### config.mk
export PLATFORM = sky130hd
export DESIGN_NAME = hrm_sequencer
export DESIGN_NICKNAME = d
export VERILOG_FILES = /design/src/rtl/hrm_sequencer.sv
export SDC_FILE = /design/constraint.sdc
export NUM_CORES = 1
export LEC_CHECK = 0
export BUFFER_PORTS_ARGS = -buffer_cell sky130_fd_sc_hd__buf_2
export CAP_MARGIN = 0
export CORE_MARGIN = 10
export CORE_UTILIZATION = 30
export DETAILED_ROUTE_END_ITERATION = 10
export PLACE_DENSITY_LB_ADDON = 0.08
export SLEW_MARGIN = 15
export SYNTH_ARGS = -nofsm -noshare
export SYNTH_HDL_FRONTEND = slang
export SYNTH_SLANG_ARGS = --single-unit
### constraint.sdc
create_clock -name clk -period 1.6 [get_ports clk]
set_clock_uncertainty 0.15 [all_clocks]
set_input_delay 0.08 -clock clk [delete_from_list [all_inputs] [get_ports clk]]
set_output_delay 0.08 -clock clk [all_outputs]
set_load 0.05 [all_outputs]
### src/rtl/hrm_sequencer.sv
// hrm_sequencer: instruction-cycle controller for the HRM CPU.
// Steps each instruction through FETCH/DECODE/EXEC, stalls on inbox-empty
// and outbox-full, and halts the machine once the input stream is exhausted.
// Optional feature macro: HRM_SEQ_PERF_EN adds the instr_cnt/stall_cnt
// performance counter outputs.
`timescale 1ns/1ps
module hrm_sequencer #(
  parameter int PC_W = 8
) (
  input  logic            clk,
  input  logic            rst_n,
  input  logic            start,
  input  logic            wR_dec,
  input  logic            wM_dec,
  input  logic            rIn_dec,
  input  logic            wO_dec,
  input  logic            branch_dec,
  input  logic            ijump_dec,
  input  logic            cond_met,
  input  logic [PC_W-1:0] jmp_addr,
  input  logic            inbox_empty,
  input  logic            inbox_eof,
  input  logic            outbox_full,
  output logic [PC_W-1:0] pc,
  output logic            ir_load,
  output logic            wR,
  output logic            wM,
  output logic            inbox_rd,
  output logic            outbox_wr,
  output logic            busy,
`ifdef HRM_SEQ_PERF_EN
  output logic [15:0]     instr_cnt,
  output logic [15:0]     stall_cnt,
`endif
  output logic            halted
);

  typedef enum logic [2:0] {
    S_IDLE,
    S_FETCH,
    S_DECODE,
    S_EXEC,
    S_WAIT_IN,
    S_WAIT_OUT,
    S_HALT
  } state_t;

  state_t          r_state;
  state_t          w_next_state;
  logic [PC_W-1:0] r_pc;
  logic            w_take_jump;

  assign pc = r_pc;

  // State register; reset drops straight back to IDLE, killing any EXEC strobe.
  always_ff @(posedge clk or negedge rst_n) begin
    if (!rst_n) begin
      r_state <= S_IDLE;
    end else begin
      r_state <= w_next_state;
    end
  end

  // Next-state and output decode; strobes follow the *_dec inputs only in EXEC.
  always_comb begin
    w_next_state = r_state;
    ir_load      = 1'b0;
    wR           = 1'b0;
    wM           = 1'b0;
    inbox_rd     = 1'b0;
    outbox_wr    = 1'b0;
    busy         = 1'b0;
    halted       = 1'b0;
    w_take_jump  = ijump_dec | (branch_dec & cond_met);
    case (r_state)
      S_IDLE: begin
        if (start) begin
          w_next_state = S_FETCH;
        end
      end
      S_FETCH: begin
        ir_load      = 1'b1;
        busy         = 1'b1;
        w_next_state = S_DECODE;
      end
      S_DECODE: begin
        busy = 1'b1;
        if (rIn_dec && inbox_empty && inbox_eof) begin
          w_next_state = S_HALT;
        end else if (rIn_dec && inbox_empty) begin
          w_next_state = S_WAIT_IN;
        end else if (wO_dec && outbox_full) begin
          w_next_state = S_WAIT_OUT;
        end else begin
          w_next_state = S_EXEC;
        end
      end
      S_WAIT_IN: begin
        busy = 1'b1;
        if (inbox_eof && inbox_empty) begin
          w_next_state = S_HALT;
        end else if (!inbox_empty) begin
          w_next_state = S_EXEC;
        end
      end
      S_WAIT_OUT: begin
        busy = 1'b1;
        if (!outbox_full) begin
          w_next_state = S_EXEC;
        end
      end
      S_EXEC: begin
        busy         = 1'b1;
        wR           = wR_dec;
        wM           = wM_dec;
        inbox_rd     = rIn_dec;
        outbox_wr    = wO_dec;
        w_next_state = S_FETCH;
      end
      S_HALT: begin
        halted = 1'b1;
      end
      default: begin
        w_next_state = S_IDLE;
      end
    endcase
  end

  // Program counter advances only at the end of EXEC, wrapping modulo 2^PC_W.
  always_ff @(posedge clk or negedge rst_n) begin
    if (!rst_n) begin
      r_pc <= '0;
    end else if (r_state == S_EXEC) begin
      if (w_take_jump) begin
        r_pc <= jmp_addr;
      end else begin
        r_pc <= r_pc + PC_W'(1);
      end
    end
  end

`ifdef HRM_SEQ_PERF_EN
  logic [15:0] r_instr_cnt;
  logic [15:0] r_stall_cnt;

  assign instr_cnt = r_instr_cnt;
  assign stall_cnt = r_stall_cnt;

  // Saturating counters of executed instructions and handshake stall cycles.
  always_ff @(posedge clk or negedge rst_n) begin
    if (!rst_n) begin
      r_instr_cnt <= '0;
      r_stall_cnt <= '0;
    end else begin
      if ((r_state == S_EXEC) && (r_instr_cnt != 16'hFFFF)) begin
        r_instr_cnt <= r_instr_cnt + 16'd1;
      end
      if (((r_state == S_WAIT_IN) || (r_state == S_WAIT_OUT)) &&
          (r_stall_cnt != 16'hFFFF)) begin
        r_stall_cnt <= r_stall_cnt + 16'd1;
      end
    end
  end
`endif

endmodule
==> impl_summary.md, run 1 <==
Floorplanning
The die is 70.6 um wide. The row count is 18. Once the floorplan was initialized, standard cells occupied 31.2% of the core. The area of the placeable core is 0.00245 sq mm. The die footprint is 0.00498 sq mm. The floorplan step set the die height to 70.6 um. The top-level I/O count is 36.

Layout
The number of antenna cells inserted is 0. Fill cells in the final layout number 235. Across the whole layout, storage elements account for 282 sq um. The number of nets in the finished design is 163. Compared with the post-synthesis result, the final layout area differs by 52.2%. The top cell types in the final layout, fill and taps aside, are buf_2, dlygate4sd3_1, a21oi_1, nand2_1, buf_4.

The utilization of the core after routing is 47.6%. The most common library cell in the layout ignoring fill and taps is buf_2. Summing all multi-input logic gate instances after layout gives 473 sq um. Cells with a size suffix above 1 make up 42.1% of the layout.

Power
VDD sags by at most 0.00134 V. The power per cell area is 2120 mW/mm^2. The overall power of the completed layout is 2.48 mW. The static leakage is 0.536 nW.

Routing
The number of nets with antenna violations after routing is 0. The detailed-router iteration count before antenna repair is 4. In the routed design, unresolved DRC markers number 0.

The mean routed wirelength per cell is 14.5 um. The total routed wirelength is 2470 um. For this block, the via count after detailed routing is 879. After detailed routing, the number of vias per cell comes to 5.17. In this run, the number of DRC markers left after iteration 0 of detailed routing was 31.

Critical path
The required time of the worst setup path is 1370 ps. The critical-path cell with the highest stage delay is dfrtp_2. Walking the worst path, the cells encountered are inv_2, and3_1, clkbuf_4.

In this run the critical register-to-register path is launched from r_state[2]. On the critical path the largest part of the delay comes from flip-flops. The type of destination of the critical path is an output pin. The instance count on the critical path is 3.

For flop-to-flop paths, the worst setup slack is 130 ps. The worst setup path is launched from a flip-flop. In this design, the stage delay of the slowest critical-path cell is 500 ps.

By startpoint and endpoint, the worst setup path is classified as reg -> out. The number of buffers and inverters on the critical path is 2. The cell depth of the worst flop-to-flop path is 4.

For the worst setup path, the data arrival time is 1290 ps. The maximum net fanout on the critical path is 11. The worst reg2reg path endpoint is pc[0].

Logic synthesis
The part of the Yosys area used for sequential elements is 35.9%. Synthesis handed over a netlist of 90 instances. The area of the mapped netlist is 767 sq um. Averaged over all synthesized cells, the footprint is 8.52 sq um. When the netlist entered floorplanning its net count stood at 112.

The synthesized netlist contains 34 unique library cells. Yosys printed 0 warnings. Counting flops and latches in the post-synthesis netlist gives 11.

Hold path
The worst hold path cell count is 3. The worst-case hold path end point is r_state[1]. In this run the worst hold path is classified as in -> reg. The launch instance of the worst min-delay path is inbox_eof.

Global route
Entering global routing, the biggest net connects 12 pins. The initial antenna violation count is 0. The global-route wire length before repair is 4130 um. The overall track demand over capacity in global routing is 9.76%. Summed over all layers, the global routing overflow is 0. The number of global-route vias before repair is 953.

Run
Max-cap violations in this run came to 0.

Clock network
The clock drives 11 sinks. The number of clock buffers added by TritonCTS is 3. The insertion delay of the later-clocked pin in the worst-skew pair is 270 ps. TritonCTS built the clock tree. The H-tree depth is 1. The clock passes through at most 2 buffers. Post-CTS timing repair inserted 0 buffers for setup.

The root buffer cell is clkbuf_4. Clock-pin slew was measured on the worst setup and hold paths at 80 ps.

STA
The max-slew violation count is 0. The max-slew headroom at the worst pin is 73.2%. The post-layout worst setup margin is 78.1 ps. For the pin with the worst max-slew slack, the measured transition is 402 ps. The count of endpoints failing hold in the final timing report came to 0. The post-route clock period utilization is 95.1%. Setup violations remaining at the end of the flow were counted as 0. Derived from the worst setup path, the maximum achievable clock frequency is 0.657 GHz. The tightest hold path in the finished design has a slack of 11.2 ps.

The post-layout minimum cycle time is 1520 ps.

Placed design
Detailed placement ended at an HPWL of 1840 um. The post-placement worst setup slack is 134 ps. The count of input and output buffers is 35. At the end of routability-driven placement, the weighted congestion stood at 0.782.

Outcome
The flow ran to the end, and the final reports show no timing, DRC or antenna violations.
==> worst register-to-register path, stage by stage, from the launching register on <==
cell and delay, ps:
dfrtp_1 380, and2b_2 270, and2_1 390, o21ai_2 110, o21ai_2 110
==> stage by stage <==
stage / cell area (sq um) / cells / setup TNS (ps)
after floorplan: 781 / 90 / 0
after global placement: 996 / 154 / 0
after detailed placement: 996 / 154 / 0
after CTS: 1150 / 170 / 0
after global routing: 1170 / 170 / -23.9
final: 1170 / 170 / 0
==> cells in the mapped netlist <==
master | n | area, sq um
a211oi_1 | 1 | 7.51
and2b_2 | 1 | 8.76
nor4b_1 | 1 | 8.76
a21oi_4 | 1 | 16.3
ha_1 | 1 | 12.5
nand4_1 | 2 | 12.5
and2_1 | 1 | 6.26
a21oi_2 | 2 | 17.5
nand3b_4 | 1 | 20.0
inv_2 | 1 | 3.75
a2bb2oi_2 | 1 | 15.0
o21ai_1 | 1 | 5.00
nand3_1 | 5 | 25.0
o21ai_0 | 7 | 35.0
and3_1 | 5 | 31.3
a41oi_1 | 1 | 8.76
nand4b_1 | 1 | 8.76
o21ai_2 | 2 | 17.5
nor2_1 | 4 | 15.0
dfrtp_1 | 11 | 275
mux2i_1 | 1 | 10.0
a21boi_1 | 1 | 7.51
buf_4 | 1 | 7.51
nor2b_1 | 1 | 6.26
inv_1 | 2 | 7.51
a2bb2oi_1 | 1 | 8.76
o22ai_1 | 4 | 25.0
buf_2 | 4 | 20.0
and4_1 | 1 | 8.76
a21oi_1 | 12 | 60.1
nor3_1 | 2 | 10.0
o21a_1 | 1 | 7.51
nand2_1 | 8 | 30.0
a21o_1 | 1 | 7.51
==> logic make-up after synthesis <==
logic type                 share of synthesized area, %
adders and majority gates                          1.63
DFF                                                35.9
and+or+nand+nor                                    25.0
buffers and inverters                              5.06
muxes                                              1.31
AOI/OAI and AO/OA                                  31.2
==> flip-flops by register name, summed over array words and instances, names as in the netlist <==
register / flops
pc: 8
r_state: 3
==> metal layers <==
| metal | vias up | routed length, um | track usage, % |
|---|---|---|---|
| li1 | 435 | - | - |
| met5 | - | 0 | 0 |
| met1 | 409 | 1010 | 9.65 |
| met4 | 0 | 28 | 4.52 |
| met2 | 33 | 1210 | 17.6 |
| met3 | 2 | 217 | 3.77 |
==> what timing repair did <==
item / CTS / global route
hold endpoints to repair: 22 / 0
gates cloned: 0 / 0
setup endpoints to repair: 2 / 6
gates resized for setup: 2 / 10
hold buffers: 12 / 0
==> worst max-delay path by stage <==
stage	startpoint	end	slack, ps
finish	r_state[0]	halted	80
global route	r_state[2]	wR	-10
global placement	r_state[2]	pc[0]	170
detailed placement	r_state[2]	pc[0]	130
CTS	r_state[2]	outbox_wr	20
floorplan	pc[0]	pc[6]	100
==> where the power goes <==
part           leakage, nW  internal [mW]  switching [mW]
Clock               0.0150         0.0964          0.0993
Combinational        0.401          0.545            1.11
Sequential           0.121          0.427           0.195
Total                0.536           1.07            1.41
==> area by class of cell <==
class / count / area share, %
multi-input combinational: 71 / 40.5
timing repair buffer: 51 / 28.9
sequential: 11 / 24.1
tap: 30 / 3.22
clock buffer: 4 / 2.25
inverter: 3 / 0.965
(Power assumes the default switching activity.)
==> run 2, diff against run 1 <==
--- a/config.mk
+++ b/config.mk
@@ -10,7 +10,6 @@
 export CORE_MARGIN = 10
 export CORE_UTILIZATION = 30
 export DETAILED_ROUTE_END_ITERATION = 10
-export PLACE_DENSITY_LB_ADDON = 0.08
 export SLEW_MARGIN = 15
 export SYNTH_ARGS = -nofsm -noshare
 export SYNTH_HDL_FRONTEND = slang
==> impl_summary.md, run 2 (synthesized netlist as in run 1, its figures left out) <==
Outcome
The flow ran to the end, but the final reports show violations. The checks that failed: hold timing.

Routing
The total routed wirelength is 2350 um (-5.0%). The violation count after the first detailed-routing iteration was 51 (+65%). The count of vias placed by the detailed router was 873 (-0.68%). The per-cell via count in the routed design is 5.26 (+1.7%).

The detailed-router iteration count before antenna repair is 4 (unchanged). The mean routed wirelength per cell came to 14.2 um (-2.7%). The number of nets with antenna violations after routing is 0 (unchanged). The number of remaining DRC errors was 0 (unchanged).

Clock network
The buffer count from post-CTS setup fixing is 0 (unchanged). The number of CTS-inserted buffers is 3 (unchanged). The tree is rooted in a clkbuf_4. The clock-pin slew reported for the worst setup and hold paths after clock tree synthesis was 70 ps (about the same). The number of clock sinks is 11 (unchanged).

TritonCTS built the clock tree. The H-tree depth is 1 (unchanged). The insertion delay of the later-clocked pin in the worst-skew pair was 270 ps (about the same). The largest buffer count on any clock path is 2 (unchanged).

Layout
The share of final-layout standard cells stronger than drive strength 1 came to 43.4% (+1.2 points). The utilization of the core after routing is 45.8% (-1.7 points). The library cell used most frequently in the layout, excluding fill and tap cells, is buf_2.

Compared with the post-synthesis result, the final layout area differs by 46.7%. The flip-flop count of the largest register, all copies and words added came to 8 (unchanged). The number of nets in the finished design is 159 (-2.5%). The finished layout cell area came to 0.00112 sq mm (-3.6%).

In the layout the commonest cells are buf_2, a21oi_1, nand2_1, dlygate4sd3_1. The total of fill cells in the finished design is 251 (+6.8%). The number of antenna cells inserted is 0 (unchanged).

Floorplanning
The starting density of the core is 31.2% (unchanged). The die outline width is 70.6 um (unchanged). The die extent in y is 70.6 um (unchanged).

The area of the placeable core is 0.00245 sq mm (unchanged). The top-level I/O count was 36 (unchanged). The die footprint is 0.00498 sq mm (unchanged). The row count is 18 (unchanged).

Critical path
The delay of the slowest cell on the worst path is 420 ps (-80 ps). The required time of the worst setup path is 1370 ps (about the same). The worst reg2reg path endpoint is pc[6]. The critical-path cell with the highest stage delay is dfrtp_1. The cell depth of the worst flop-to-flop path was 4 (unchanged). Walking the worst path, the cells encountered are and2b_2, and3_1, buf_2. The reg-to-reg setup timing slack is 150 ps (+20 ps). The critical path start-end classification is reg -> out. The arrival time of the worst setup path is 1330 ps (+40 ps). The reg-to-reg critical path startpoint is r_state[1]. STA classifies the critical path startpoint as a flip-flop. STA classifies the critical path endpoint as an output pin. The maximum net fanout on the critical path is 6 (-5).

Placed design
The post-detailed-placement half-perimeter wirelength is 1750 um (-4.7%). The weighted congestion at the end of routability-driven global placement was 0.779 (-0.49%). The count of input and output buffers is 35 (unchanged).

The post-placement worst setup slack is 167 ps (+33.5 ps). The cell area reported after detailed placement is 996 sq um (unchanged).

STA
The measured slew at the worst slew-check pin came to 381 ps (-20.9 ps). The max-slew violation count is 0 (unchanged). The highest clock frequency the design can meet is 0.643 GHz (-2.2%).

The max-slew headroom at the worst pin is 74.6% (+1.4 points). The post-layout worst setup margin is 44.6 ps (-33.5 ps). The post-route clock period utilization came to 97.2% (+2.1 points). The worst hold slack across all endpoints is -5.78 ps (-17.0 ps).

The post-layout minimum cycle time is 1560 ps (+33.5 ps). Setup repair after global routing could not meet its margin everywhere. The count of endpoints failing hold in the final timing report is 1 (+1). The total of endpoints with negative setup slack in the final report was 0 (unchanged).

Global route
The initial antenna violation count is 0 (unchanged). The number of global-route vias before repair is 868 (-8.9%). The total congestion overflow came to 0 (unchanged).

The global-route wire length before repair is 3890 um (-5.7%). The largest net degree at the start of global routing is 13 (+1). The overall track demand over capacity in global routing is 8.95% (-0.80 points).

Power
The overall power of the completed layout is 2.44 mW (-1.5%). The maximum resistive drop on vdd came to 0.00132 V (-1.1%). The power per cell area is 2170 mW/mm^2 (+2.3%). The static leakage is 0.521 nW (-2.9%).

Run
The count of maximum capacitance violations came to 0 (unchanged).

Hold path
The worst hold path cell count was 3 (unchanged). The launch instance of the worst min-delay path is jmp_addr[3]. The class of the tightest hold or removal check is in -> reg. The worst-case hold path end point is pc[3].
[run 2: how the worst max path moves through the flow]
stage | endpoint | cells after the start | start | slack (ps)
3_5_place_dp | pc[6] | 4 | r_state[1] | 170
5_1_grt | busy | 4 | r_state[1] | -0.4
6_report | wM | 3 | r_state[1] | 40
2_1_floorplan | pc[6] | 5 | pc[0] | 100
4_1_cts | busy | 4 | r_state[1] | 7
3_3_place_gp | pc[6] | 4 | r_state[1] | 200
[run 2: critical path, delay by kind of cell, from the launching register on]
kind / cells / cell delay (ps)
buffers and inverters: 1 / 210
AND/OR/NAND/NOR: 2 / 430
flip-flops: 1 / 420
[run 2: layout make-up]
class / count / area [sq um] / area share [%]
clock buffers: 4 / 26.3 / 2.34
repair buffers: 47 / 295 / 26.3
inverters: 3 / 11.3 / 1.00
well taps: 30 / 37.5 / 3.34
multi-input cells: 71 / 473 / 42.0
flip-flops and latches: 11 / 282 / 25.0
[run 2: repair_timing]
item | 4_1_cts | 5_1_grt
endpoints found under the setup margin | 1 | 4
hold endpoints to repair | 18 | 0
hold buffers | 8 | 0
gates resized for setup | 2 | 8
pin swaps | 0 | 0
[run 2: through the flow]
| step | std cells | setup TNS, ps |
|---|---|---|
| after global routing | 166 | -0.408 |
| after detailed placement | 154 | 0 |
| after CTS | 166 | 0 |
| final | 166 | 0 |
| after floorplan | 90 | 0 |
| after global placement | 154 | 0 |
[run 2: power breakdown]
group / total (mW) / internal, mW / switching [mW]
combinational: 1.62 / 0.527 / 1.09
clock: 0.192 / 0.0966 / 0.0959
sequential: 0.628 / 0.427 / 0.201
total: 2.44 / 1.05 / 1.39
[run 2: metal layers]
layer	GRT usage (%)	wire length, um	up-vias
met2	13.8	1030	35
met3	4.32	298	4
met1	10.8	998	404
met4	2.58	23	0
met5	0	0	-
li1	-	-	430
